[src/rtl/wb_pkg.sv]
// Shared defaults and types for the write-back buffer and its forwarding matcher.
package wb_pkg;
    localparam int WB_AW = 5;
    localparam int WB_DW = 32;
    localparam logic [4:0] REG_ZERO = 5'd0;

    typedef struct packed {
        logic [WB_AW-1:0] addr;
        logic [WB_DW-1:0] data;
    } wb_entry_t;
endpackage

[src/rtl/wb_fwd_match.sv]
// Priority search over the pending entries: walks them oldest to youngest
// so the youngest match overrides older ones.
module wb_fwd_match
    import wb_pkg::*;
#(
    parameter int DEPTH = 4,
    parameter int AW    = WB_AW,
    parameter int DW    = WB_DW,
    parameter int PW    = $clog2(DEPTH)
) (
    input  logic [DEPTH-1:0][AW-1:0] addr_i,
    input  logic [DEPTH-1:0][DW-1:0] data_i,
    input  logic [PW-1:0]            head_i,
    input  logic [PW:0]              count_i,
    input  logic [AW-1:0]            key_i,
    output logic                     hit_o,
    output logic [DW-1:0]            data_o
);
    localparam int CW = PW + 1;

    logic [PW-1:0] idx;

    always_comb begin
        hit_o  = 1'b0;
        data_o = '0;
        idx    = '0;
        for (int k = 0; k < DEPTH; k++) begin
            idx = head_i + PW'(k);
            if (CW'(k) < count_i && addr_i[idx] == key_i && key_i != AW'(REG_ZERO)) begin
                hit_o  = 1'b1;
                data_o = data_i[idx];
            end
        end
    end
endmodule

[src/rtl/writeback_buffer.sv]
// In-order write-back queue in front of the register file; ALU beats memory.
// Forwarding lookup is built only when WB_FORWARD_EN is defined.
module writeback_buffer
    import wb_pkg::*;
#(
    parameter int DEPTH = 4,
    parameter int AW    = WB_AW,
    parameter int DW    = WB_DW
) (
    input  logic          clock,
    input  logic          reset,
    input  logic          alu_valid,
    output logic          alu_ready,
    input  logic [AW-1:0] alu_addr,
    input  logic [DW-1:0] alu_data,
    input  logic          mem_valid,
    output logic          mem_ready,
    input  logic [AW-1:0] mem_addr,
    input  logic [DW-1:0] mem_data,
    input  logic          rf_hold,
    output logic          rf_we,
    output logic [AW-1:0] rf_addr,
    output logic [DW-1:0] rf_data,
    input  logic [AW-1:0] fwd_addr,
    output logic          fwd_hit,
    output logic [DW-1:0] fwd_data,
    output logic          empty
);
    localparam int PW = $clog2(DEPTH);
    localparam int CW = PW + 1;

    logic [DEPTH-1:0][AW-1:0] addr_q;
    logic [DEPTH-1:0][DW-1:0] data_q;
    logic [PW-1:0]            head_q, head_d, tail_q, tail_d;
    logic [CW-1:0]            count_q, count_d;
    logic                     full, alu_fire, mem_fire, store, pop;
    logic [AW-1:0]            in_addr;
    logic [DW-1:0]            in_data;

    assign full      = (count_q == CW'(DEPTH));
    assign empty     = (count_q == '0);
    assign alu_ready = ~full;
    // Held low during reset so the memory side never sees a phantom handshake.
    assign mem_ready = reset & ~full & ~alu_valid;

    assign alu_fire = alu_valid & alu_ready;
    assign mem_fire = mem_valid & mem_ready;
    assign in_addr  = alu_fire ? alu_addr : mem_addr;
    assign in_data  = alu_fire ? alu_data : mem_data;
    // r0 writes complete the handshake but are discarded.
    assign store    = (alu_fire | mem_fire) & (in_addr != AW'(REG_ZERO));

    assign rf_we   = ~empty & ~rf_hold;
    assign pop     = rf_we;
    assign rf_addr = empty ? '0 : addr_q[head_q];
    assign rf_data = empty ? '0 : data_q[head_q];

    always_comb begin
        head_d  = head_q + PW'(pop);
        tail_d  = tail_q + PW'(store);
        count_d = count_q + CW'(store) - CW'(pop);
    end

    always_ff @(posedge clock or negedge reset) begin
        if (!reset) begin
            head_q  <= '0;
            tail_q  <= '0;
            count_q <= '0;
        end else begin
            head_q  <= head_d;
            tail_q  <= tail_d;
            count_q <= count_d;
        end
    end

    always_ff @(posedge clock) begin
        if (store) begin
            addr_q[tail_q] <= in_addr;
            data_q[tail_q] <= in_data;
        end
    end

`ifdef WB_FORWARD_EN
    wb_fwd_match #(
        .DEPTH (DEPTH),
        .AW    (AW),
        .DW    (DW),
        .PW    (PW)
    ) u_fwd (
        .addr_i  (addr_q),
        .data_i  (data_q),
        .head_i  (head_q),
        .count_i (count_q),
        .key_i   (fwd_addr),
        .hit_o   (fwd_hit),
        .data_o  (fwd_data)
    );
`else
    logic unused_fwd;
    assign unused_fwd = ^fwd_addr;
    assign fwd_hit    = 1'b0;
    assign fwd_data   = '0;
`endif
endmodule

[config.mk]
export PLATFORM = sky130hd
export DESIGN_NAME = writeback_buffer
export DESIGN_NICKNAME = d
export VERILOG_FILES = /design/src/rtl/wb_pkg.sv /design/src/rtl/wb_fwd_match.sv /design/src/rtl/writeback_buffer.sv
export SDC_FILE = /design/constraint.sdc
export NUM_CORES = 1
export LEC_CHECK = 0
export ABC_CLOCK_PERIOD_IN_PS = 13000
export CAP_MARGIN = 40
export CORE_UTILIZATION = 46
export CTS_CLUSTER_SIZE = 30
export DETAILED_ROUTE_END_ITERATION = 8
export PLACE_DENSITY = 0.76
export SETUP_SLACK_MARGIN = 0.3
export SKIP_CTS_REPAIR_TIMING = 1
export SYNTH_ARGS = -nofsm -noshare
export SYNTH_HDL_FRONTEND = slang
export SYNTH_SLANG_ARGS = --single-unit
[constraint.sdc]
create_clock -name clock -period 13 [get_ports clock]
set_input_delay 2.6 -clock clock [delete_from_list [all_inputs] [get_ports clock]]
set_output_delay 2.6 -clock clock [all_outputs]
set_load 0.1 [all_outputs]
After elaboration in Yosys (flattened, before gate mapping)
Cells that the tools add are included.

RAM bits: 0. Output and inout bits: 74. Bits in latches: 0. Logic and storage cells: 47. Register bits: 155. ROM bits: 0. Memories: 0.

Bitwise gates (word level): 11. Eq/ne operators: 1. Multipliers: 0. $lt $le $gt $ge: 3. Reductions and logical operators: 3. Multiplexer cells: 14. Shift-type cells: 0. Div/mod/pow operators: 0. Add/subtract/negate cells: 4.

Operators by type and width (number): 128-bit bitwise mux (1); 32-bit two-way mux (4); 32-bit binary-select mux with 2-bit select (1); 32-bit demux with 2-bit select (1); 20-bit bitwise mux (1); 5-bit two-way mux (4); 5-bit binary-select mux with 2-bit select (1); 5-bit demux with 2-bit select (1); 1-bit AND (6); 2-bit by 3-bit less-than comparator with 1-bit output, second input constant (2); 5-bit nonzero test (1); 2-bit by 1-bit adder with 2-bit output (2); 1-bit inverter (4); 3-bit by 1-bit adder with 3-bit output (1); 3-bit == test, second input constant (1); 3-bit zero test (1); 3-bit by 1-bit subtractor with 3-bit output (1); 2-bit by 1-bit greater-or-equal comparator with 1-bit output, second input constant (1); 1-bit logical AND (1); 1-bit OR (1).

Logic depth before layout (Yosys ltp)
Gate-level depths: netlist of the first run.

Depth after elaboration: 9. Depth in mapped cells: 12. Mapped depth without buffers: 10.

Least setup slack after synthesis of the first run
Ideal clock, no wire load.

Path type: input to register. From: input port alu_addr[1]. To: register addr_q[0] (netlist name) (enable). Buffers on the path: 1. Arrival: 6854 ps. Cell stages on the path: 4. Data required time: 12463 ps. Setup time: 537 ps. Setup slack: 5609 ps. Cell sequence: nor4_1 and4b_1 buf_6 nor4b_1.

Cells in the longest elaborated chain, start to end: 3.

Ends and longest elaborated chain: from (decl) (RTL line writeback_buffer.sv:14) `input logic [AW-1:0] alu_addr,`; 5-bit two-way mux (RTL line writeback_buffer.sv:48) `assign in_addr = alu_fire ? alu_addr : mem_addr;`; 5-bit nonzero test (RTL line writeback_buffer.sv:51) `assign store = (alu_fire | mem_fire) & (in_addr != AW'(REG_ZERO));`; 1-bit AND (RTL line writeback_buffer.sv:51); to (signal, indexed assignment) (RTL line writeback_buffer.sv:78) `addr_q[tail_q] <= in_addr;`; to (decl) (RTL line writeback_buffer.sv:32) `logic [DEPTH-1:0][AW-1:0] addr_q;`.

No other way between the ends. A chain may end at the register's enable or synchronous reset.

Final worst setup path of the first run
From: input port reset. To: output port mem_ready.

Cells in the longest elaborated chain, start to end: 2.

Ends and longest elaborated chain: from (decl) (RTL line writeback_buffer.sv:11) `input logic reset,`; 1-bit AND (2 in series) (RTL line writeback_buffer.sv:44) `assign mem_ready = reset & ~full & ~alu_valid;`; to (decl) (RTL line writeback_buffer.sv:17) `output logic mem_ready,`.

No other way between the ends.

==> results.py, run 1 <==
metrics = {
    "final_layout": {
        "layout.nets": 608,
        "syn_to_final_growth_pct": 38.5,
        "layout-drive-gt1-share_pct": 29.3,
        "final_cell_mix": "edfxtp_1, clkdlybuf4s50_1, buf_8",
        "seqCellArea_um2": 4620,
        "fillCellCount": 909,
        "diodes": 0,
        "multi_input_area_um2": 1880,
        "final_common_cell": "edfxtp_1",
    },
    "route": {
        "drtIter0Drc": 158,
        "met3_length_um": 492,
        "via_per_inst": 5.07,
        "wl_met2_um": 6620,
        "wire_per_inst_um": 17.6,
        "top_layer_used": "met4",
        "vias": 3608,
        "routedLengthMet1_um": 5320,
        "ant_nets": 0,
        "drc": 0,
        "wl_um": 12500,
        "dr.pass1.iters": 4,
    },
    "job": {
        "cap_viol_max_count": 0,
    },
    "critical_path": {
        "crit_start": "reset",
        "crit_type": "input port to primary output",
        "crit_fanout": 9,
        "worstPathRequired_ps": 10400,
        "slowest_delay_ps": 690,
        "crit_family": "buffers and inverters",
        "worstPathCellList": "clkdlybuf4s50_1 -> and3b_1 -> clkdlybuf4s50_1 -> buf_8",
        "end_kind": "primary output",
        "start_kind": "input port",
        "crit_slowest_cell": "clkdlybuf4s50_1",
        "critPathMostFrequentCell": "clkdlybuf4s50_1",
        "rr_startpoint": "count_q[1]$_DFF_PN0_",
        "crit_buf_inv": 3,
        "arrival_ps": 4340,
    },
    "cts": {
        "insertion_delay_ps": 410,
        "cts_tree": "done",
        "root_buffer": "clkbuf_16",
        "cts_buffer_depth": 2,
        "htree_levels": 4,
        "clk_pin_slew_ps": 60,
        "cts_inserted_buffers": 17,
        "clock-sinks": 155,
    },
    "die": {
        "initial_core_util_pct": 47.8,
        "ios": 158,
        "die_area_um2": 15100,
        "die_h_um": 123,
        "core_region_area_um2": 14000,
        "dieWidth_um": 123,
        "rows": 43,
    },
    "grt": {
        "grt_overflow": 0,
        "grt_use_total_pct": 18.2,
        "grt_max_degree": 38,
        "first_global_vias": 3765,
        "antenna_found_initial": 0,
        "grt_pass1_wl_um": 19700,
    },
    "sta": {
        "setup_viol": 0,
        "hold_viol_final": 0,
        "clock_skew_ps": 10.1,
        "period_share_pct": 53.4,
        "min_period_ps": 6940,
        "maxSlewHeadroom_pct": 59.7,
        "drv_slew": 0,
        "rsz0062_at_grt": "false",
        "worst_slew_pin_slew_ps": 604,
        "tns_ps": 0,
        "fmax_ghz": 0.144,
    },
    "logic_synthesis": {
        "yosys.area.top_type": "edfxtp_1",
        "syn-mean-instance-area_um2": 19.2,
        "ys_types": 30,
        "syn_area_um2": 6710,
        "yosysSeqAreaShare_pct": 68.9,
        "netlist_instances": 350,
        "yosys_warnings": 0,
        "ys_seq_elements": 155,
        "yosysTopAreaCellShare_pct": 66.2,
        "synth_area_leaders": "edfxtp_1, mux4_2, mux2_2",
    },
    "place": {
        "portBuffers": 119,
        "routabilityCongestion": 0.715,
        "hpwl_um": 7880,
    },
    "hold_path": {
        "hp-class": "flip-flop to flip-flop",
        "min_from": "count_q[2]$_DFF_PN0_",
    },
    "outcome": {
        "outcome": "complete, no violations",
    },
}
final cells by class:
class,instances,area share [%]
clock inverters,15,2.40
multi-input cells,174,20.3
well taps,180,2.42
repair buffers,168,20.5
inverters,3,0.121
flip-flops and latches,155,49.7
clock buffers,17,4.58
cells in the mapped netlist:
library cell / n
and4b_1: 1
dfrtp_1: 7
nor2b_1: 37
nor4_1: 4
mux2_2: 30
or3b_1: 1
buf_2: 5
inv_1: 3
or3_1: 1
edfxtp_1: 148
nand2b_1: 2
a21o_1: 1
fa_1: 1
or4_1: 1
mux4_2: 37
a211oi_2: 1
nand2_4: 1
and3b_1: 1
buf_6: 2
ha_1: 4
buf_4: 36
nor3_1: 2
xnor2_1: 2
nor2_1: 2
clkbuf_1: 7
mux2_1: 7
nor4b_1: 1
nand2_1: 2
xor2_1: 2
conb_1: 1
worst paths after layout:
check | slack (ps) | depth (start not counted) | end
worst max register to register | 10010 | 10 | count_q[2]$_DFF_PN0_
worst min-delay path | 510 | 1 | count_q[2]$_DFF_PN0_
max in group asynchronous | 10250 | 1 | head_q[0]$_DFF_PN0_
worst min register to register | 510 | 1 | count_q[2]$_DFF_PN0_
min in group asynchronous | 2470 | 1 | tail_q[1]$_DFF_PN0_
worst max-delay path | 6060 | 4 | mem_ready
worst reg2reg max path: stages, from the launching register on:
cell	delay [ps]
dfrtp_1	440
or3b_1	540
and4b_1	330
or3_1	400
ha_1	290
inv_1	60
ha_1	130
inv_1	50
fa_1	380
xnor2_1	150
xnor2_1	130
per-stage QoR:
step,cell area [µm²],setup WS (ps),utilization [%],instances,hold slack (ps)
after floorplan,6830,5610,-,382,459
after global placement,7980,5760,56.8,637,494
after detailed placement,8650,6100,61.6,680,505
after CTS,9290,6050,66.2,712,513
after global routing,9290,6000,66.2,712,538
final,9290,6060,66.2,712,510
metal layers:
metal,track usage [%],vias up
li1,-,1643
met1,23.2,1833
met2,30.5,121
met3,4.55,11
met4,5.87,0
met5,0,-
registers in the layout, summed over array words and instances, names as in the netlist:
signal	flops
head_q	2
tail_q	2
count_q	3
data_q	128
addr_q	20
kinds of logic after synthesis:
logic type               synth area share (%)
multiplexers                             18.6
flip-flops                               68.9
other                                  0.0559
buffers and inverters                    5.30
AO/OA/AOI/OAI                           0.298
AND/OR/NAND/NOR                          5.30
adder cells (fa/ha/maj)                  1.04
XOR/XNOR                                0.522
Power of run 1 is not shown: default switching activity piles up to over one toggle a cycle in this logic, so the estimate is an artifact.
==> inputs of run 2 (changes only) <==
--- a/config.mk
+++ b/config.mk
@@ -5,12 +5,12 @@
 export SDC_FILE = /design/constraint.sdc
 export NUM_CORES = 1
 export LEC_CHECK = 0
-export ABC_CLOCK_PERIOD_IN_PS = 13000
+export ABC_CLOCK_PERIOD_IN_PS = 6040
 export CAP_MARGIN = 40
-export CORE_UTILIZATION = 46
+export CORE_UTILIZATION = 45
 export CTS_CLUSTER_SIZE = 30
 export DETAILED_ROUTE_END_ITERATION = 8
-export PLACE_DENSITY = 0.76
+export PLACE_DENSITY = 0.77
 export SETUP_SLACK_MARGIN = 0.3
 export SKIP_CTS_REPAIR_TIMING = 1
 export SYNTH_ARGS = -nofsm -noshare
==> constraint.sdc (replaced) <==
create_clock -name clock -period 6.04 [get_ports clock]
set_input_delay 1.208 -clock clock [delete_from_list [all_inputs] [get_ports clock]]
set_output_delay 1.208 -clock clock [all_outputs]
set_load 0.1 [all_outputs]
==> run 2 against run 1 <==
  * Clock skew shrank 3.1 ps
  * Global-route usage down 0.33 points
  * Setup slack lost 4100 ps
  * Worst hold slack improved by 28 ps
==> results.py, run 2 (same netlist as run 1, synthesis figures left out) <==
metrics = {
    "sta": {
        "rsz0062_at_grt": "false",
        "tns_ps": 0,
        "whs_ps": 538,
        "maxSlewHeadroom_pct": 55.7,
        "fmax_ghz": 0.245,
        "clock_skew_ps": 6.94,
        "layout_setup_ws_ps": 1960,
        "drv_slew": 0,
        "hold_viol_final": 0,
        "worst_slew_pin_slew_ps": 664,
        "min_period_ps": 4080,
        "period_share_pct": 67.6,
        "setup_viol": 0,
    },
    "die": {
        "ios": 158,
        "dieWidth_um": 124,
        "core_region_area_um2": 14500,
        "rows": 44,
        "initial_core_util_pct": 46.2,
        "die_h_um": 124,
        "die_area_um2": 15400,
    },
    "critical_path": {
        "worstPathRequired_ps": 4830,
        "arrival_ps": 2870,
        "crit_type": "flip-flop to primary output",
        "rr_worst_depth": 10,
        "start_kind": "flip-flop",
        "end_kind": "primary output",
        "crit_fanout": 21,
    },
    "outcome": {
        "outcome": "complete, no violations",
    },
    "cts": {
        "clk_pin_slew_ps": 60,
        "clock-sinks": 155,
        "htree_levels": 4,
        "cts_tree": "done",
        "cts_buffer_depth": 2,
        "insertion_delay_ps": 420,
        "cts_inserted_buffers": 17,
        "root_buffer": "clkbuf_16",
    },
    "place": {
        "portBuffers": 119,
        "post-place-ws_ps": 1820,
        "routabilityCongestion": 0.712,
        "hpwl_um": 8280,
    },
    "final_layout": {
        "fin_util_pct": 63.6,
        "final_common_cell": "edfxtp_1",
        "largest_reg_flops": 128,
        "reg_top3": "data_q (128), addr_q (20), count_q (3)",
        "syn_to_final_growth_pct": 37.7,
        "layout-drive-gt1-share_pct": 29.1,
        "final_cell_mix": "edfxtp_1, clkdlybuf4s50_1, buf_8",
        "layout.nets": 612,
        "diodes": 0,
        "top_register": "data_q",
    },
    "route": {
        "via_per_inst": 5.06,
        "wl_um": 12500,
        "wire_per_inst_um": 17.4,
        "ant_nets": 0,
        "vias": 3641,
        "drc": 0,
        "drtIter0Drc": 182,
        "dr.pass1.iters": 4,
    },
    "hold_path": {
        "hold_path_depth": 1,
        "hp-class": "flip-flop to flip-flop",
    },
    "grt": {
        "use_met2_pct": 32.4,
        "globalRouteMet1Util_pct": 19.6,
        "grtUsageMet3_pct": 4.85,
        "first_global_vias": 3751,
        "antenna_found_initial": 0,
        "grt_use_total_pct": 17.9,
        "grt_pass1_wl_um": 19300,
        "busiest_layer": "met2",
        "grt_overflow": 0,
        "grt_max_degree": 38,
    },
    "job": {
        "cap_viol_max_count": 0,
    },
}
-- run 2: critical path, cell delays in order, from the launching register on --
cell             delay [ps]
dfrtp_2                 560
buf_12                  250
buf_4                   280
mux4_2                  520
nor2b_1                 160
clkdlybuf4s50_1         470
buf_8                   190
-- run 2: worst paths after layout --
kind,from,endpoint,slack [ps]
worst max-delay path,head_q[0]$_DFF_PN0_,rf_data[10],1960
worst min-delay path,count_q[2]$_DFF_PN0_,count_q[2]$_DFF_PN0_,540
worst max register to register,count_q[1]$_DFF_PN0_,count_q[2]$_DFF_PN0_,2990
worst min register to register,count_q[2]$_DFF_PN0_,count_q[2]$_DFF_PN0_,540
max in group asynchronous,reset,head_q[1]$_DFF_PN0_,4650
min in group asynchronous,reset,count_q[2]$_DFF_PN0_,1080
-- run 2: area by class of cell --
cell class	count	area (µm²)
Tap cell	184	230
Clock inverter	11	123
Fill cell	1030	5290
Sequential cell	155	4620
Multi-Input combinational cell	174	1890
Inverter	3	11.3
Clock buffer	21	440
Timing Repair Buffer	172	1920
-- run 2: routing by layer --
layer | vias up | wire (µm)
met3 | 18 | 602
met4 | 0 | 242
met1 | 1852 | 4750
met2 | 121 | 6950
met5 | - | 0
li1 | 1650 | -
-- run 2: through the flow --
step	instance area [µm²]	std cells
after floorplan	6840	382
after global placement	8020	645
after detailed placement	8680	688
after CTS	9240	720
after global routing	9240	720
final	9240	720
Power of run 2 is left out for the same reason.
==> inputs of run 3 (changes only) <==
--- a/config.mk
+++ b/config.mk
@@ -5,7 +5,7 @@
 export SDC_FILE = /design/constraint.sdc
 export NUM_CORES = 1
 export LEC_CHECK = 0
-export ABC_CLOCK_PERIOD_IN_PS = 6040
+export ABC_CLOCK_PERIOD_IN_PS = 3700
 export CAP_MARGIN = 40
 export CORE_UTILIZATION = 45
 export CTS_CLUSTER_SIZE = 30
==> constraint.sdc (replaced) <==
create_clock -name clock -period 3.7 [get_ports clock]
set_input_delay 0.74 -clock clock [delete_from_list [all_inputs] [get_ports clock]]
set_output_delay 0.74 -clock clock [all_outputs]
set_load 0.1 [all_outputs]
==> run 3 against run 2 <==
  * Worst hold slack lost 13 ps
  * Via count shrank 2.4%
  * Setup slack lost 1400 ps
  * Clock skew is essentially flat
==> results.py, run 3 (same netlist as run 1, synthesis figures left out) <==
metrics = {
    "die": {
        "rows": 44,
        "dieWidth_um": 124,
        "ios": 158,
        "initial_core_util_pct": 46.2,
        "die_h_um": 124,
        "die_area_um2": 15400,
        "core_region_area_um2": 14500,
    },
    "cts": {
        "cts_buffer_depth": 2,
        "insertion_delay_ps": 410,
        "cts_inserted_buffers": 17,
        "cts_tree": "done",
        "clock-sinks": 155,
        "htree_levels": 4,
        "clk_pin_slew_ps": 60,
        "root_buffer": "clkbuf_16",
    },
    "final_layout": {
        "multi_input_area_um2": 1930,
        "seqCellArea_um2": 4620,
        "final_cells": 686,
        "syn_to_final_growth_pct": 28.4,
        "layout-drive-gt1-share_pct": 33.5,
        "largest_reg_flops": 128,
        "final_common_cell": "edfxtp_1",
        "layout.nets": 578,
        "fin_util_pct": 59.3,
        "top_register": "data_q",
        "diodes": 0,
        "fillCellCount": 1096,
        "reg_top3": "data_q (128), addr_q (20), count_q (3)",
        "final_cell_mix": "edfxtp_1, clkdlybuf4s50_1, buf_4",
    },
    "critical_path": {
        "end_kind": "primary output",
        "worstPathRequired_ps": 2960,
        "rr_worst_depth": 10,
        "r2r_slack_ps": 840,
        "rr_startpoint": "count_q[1]$_DFF_PN0_",
        "crit_type": "flip-flop to primary output",
        "start_kind": "flip-flop",
        "worstReg2RegEnd": "count_q[2]$_DFF_PN0_",
        "crit_fanout": 17,
        "arrival_ps": 2410,
    },
    "grt": {
        "grt_use_total_pct": 17.5,
        "antenna_found_initial": 0,
        "grt_max_degree": 38,
        "grt_overflow": 0,
        "grt_pass1_wl_um": 19200,
        "first_global_vias": 3621,
    },
    "route": {
        "wl_um": 12100,
        "dr.pass1.iters": 4,
        "via_per_inst": 5.18,
        "vias": 3552,
        "ant_nets": 0,
        "drc": 0,
        "wire_per_inst_um": 17.6,
        "drtIter0Drc": 207,
    },
    "outcome": {
        "outcome": "complete, no violations",
    },
    "job": {
        "cap_viol_max_count": 0,
    },
    "sta": {
        "fmax_ghz": 0.318,
        "maxSlewHeadroom_pct": 58.5,
        "drv_slew": 0,
        "rsz0062_at_grt": "false",
        "period_share_pct": 85.0,
        "clock_skew_ps": 6.90,
        "setup_viol": 0,
        "hold_viol_final": 0,
        "worst_slew_pin_slew_ps": 622,
        "min_period_ps": 3150,
        "layout_setup_ws_ps": 554,
    },
    "hold_path": {
        "holdPathEnd": "count_q[2]$_DFF_PN0_",
        "hold_path_depth": 1,
        "hp-class": "flip-flop to flip-flop",
        "min_from": "count_q[2]$_DFF_PN0_",
    },
    "place": {
        "post-place-ws_ps": 314,
        "dp.cells": 654,
        "portBuffers": 119,
        "routabilityCongestion": 0.679,
        "hpwl_um": 7860,
    },
}
## run 3: final cells by class
class                      count  area share, %
tap                          184           2.67
inverter                       3          0.131
timing repair buffer         138           14.6
clock buffer                  17           4.94
multi-input combinational    174           22.4
sequential                   155           53.7
clock inverter                15           1.68
## run 3: worst max-delay path by stage
stage	from	end	slack (ps)	cells after the start
after detailed placement	mem_addr[3]	count_q[2]$_DFF_PN0_	310	11
after global placement	mem_addr[3]	count_q[2]$_DFF_PN0_	390	11
after floorplan	count_q[1]$_DFF_PN0_	addr_q[15]$_DFFE_PP_	-220	5
after CTS	head_q[0]$_DFF_PN0_	rf_data[24]	490	4
final	head_q[0]$_DFF_PN0_	rf_data[24]	550	4
after global routing	head_q[0]$_DFF_PN0_	rf_data[24]	430	4
## run 3: layer usage
| metal | track usage, % | wire [µm] |
|---|---|---|
| met1 | 22.5 | 4980 |
| met2 | 28.2 | 6120 |
| met3 | 5.45 | 812 |
| met4 | 5.80 | 174 |
| met5 | 0 | 0 |
## run 3: per-stage QoR
step / hold slack, ps / instance area (µm²) / setup TNS (ps)
3_5_place_dp: 514 / 8040 / 0
6_report: 525 / 8610 / 0
3_3_place_gp: 493 / 8030 / 0
2_1_floorplan: 444 / 6860 / -33000
4_1_cts: 524 / 8610 / 0
5_1_grt: 559 / 8610 / 0
## run 3: worst max-delay path, stage by stage, from the launching register on
cell,delay (ps)
dfrtp_2,770
buf_4,310
mux4_2,530
nor2b_1,150
buf_4,230
Power of run 3 is left out for the same reason.
==> patch (config.mk and constraints of run 3) <==
Make the reset (`reset`) synchronous in one clocked block.
--- a/src/rtl/writeback_buffer.sv
+++ b/src/rtl/writeback_buffer.sv
@@ -62,5 +62,5 @@
     end
 
-    always_ff @(posedge clock or negedge reset) begin
+    always_ff @(posedge clock) begin
         if (!reset) begin
             head_q  <= '0;
Formal check against the unedited RTL: differs if reset is asserted again (counterexample within 4 cycles, from zero or initial values and one cycle with reset low); with reset held inactive, the same outputs for 4 cycles.
==> patch against run 3 <==
- cell count is 0.29% lower
- area after synthesis hardly changed
- count of clock-buffer cells in the layout up 1
- setup slack better by 25 ps
- final area decreased by 0.45%
- routed wire length increased by 0.79%
- sequential cell count unchanged
Power is not shown: default switching activity piles up to over one toggle a cycle in this logic, so the estimate is an artifact.
==> patch: results (changes against run 3) <==
| Metric | Value |
|---|---|
| Logic inverters | `2 (was 3)` |
| R2R Setup Slk | `700 ps (was 840 ps)` |
| DR WL met3 | `607 microns (was 812 microns)` |
| Met2 Use GR | `29.28% (was 28.25%)` |
| Crit-path max cell delay | `560 ps (was 770 ps)` |
| Status | `completed (unchanged)` |
| Post-synth top cells | `148 x edfxtp_1, 38 x nor2b_1, 37 x mux4_2 (was 148 x edfxtp_1, 37 x mux4_2, 37 x nor2b_1)` |
| Mux share of post-synthesis cell area | `18.62% (was 18.63%)` |
| Sequential area share after synthesis | `68.28% (was 68.85%)` |
| Non-Clock Buffer Area Fraction | `13.66% (was 14.55%)` |
| Fillers | `1100 (was 1096)` |
| Number of global-route vias before repair | `3470 (was 3621)` |
| Synth area leaders | `edfxtp_1 66%, mux4_2 12%, mux2_2 5.0% (unchanged)` |
| Post-synthesis compound-gate area fraction | `0.2982% (was 0.2984%)` |
| Maximum number of pins on one net before global-route repair | `39 (was 38)` |
| Slew @ Worst Pin | `773.7 ps (was 622.4 ps)` |
| Setup Skew | `5.030 ps (was 6.897 ps)` |
| GR Util All Layers | `17.39% (was 17.48%)` |
| Cell variety after synth | `31 (was 30)` |
| Iter 0 DRT Violations | `154 (was 207)` |
| Comb_multi_in | `181 (was 174)` |
| Routed wl met2 | `6414 microns (was 6124 microns)` |
| Hpwl dp | `7336 microns (was 7862 microns)` |
| Layout cell share with drive strength beyond 1 | `31.40% (was 33.47%)` |
| CP arrival | `3430 ps (was 2410 ps)` |
| Slowest cell on the critical path | `or4_1 (was dfrtp_2)` |
==> patch: per-stage QoR <==
| stage | area [sq um] | instances | TNS [ps] | util, % | setup WS [ps] |
|---|---|---|---|---|---|
| finish | 8576 | 684 | 0 | 59.00 | 579.1 |
| global route | 8576 | 684 | 0 | 59.00 | 412.7 |
| CTS | 8576 | 684 | 0 | 59.00 | 554.9 |
| detailed placement | 7969 | 652 | 0 | 54.83 | 146.0 |
| global placement | 7969 | 652 | 0 | 54.83 | 278.0 |
| floorplan | 6868 | 388 | -21260 | - | -144.6 |
==> patch: final timing paths <==
kind	depth (start not counted)	startpoint	endpoint
worst max-delay path	12	mem_addr[3]	count_q[2]$_SDFF_PN0_
worst min-delay path	2	tail_q[1]$_SDFF_PN0_	tail_q[1]$_SDFF_PN0_
worst max register to register	11	count_q[1]$_SDFF_PN0_	count_q[2]$_SDFF_PN0_
worst min register to register	2	tail_q[1]$_SDFF_PN0_	tail_q[1]$_SDFF_PN0_
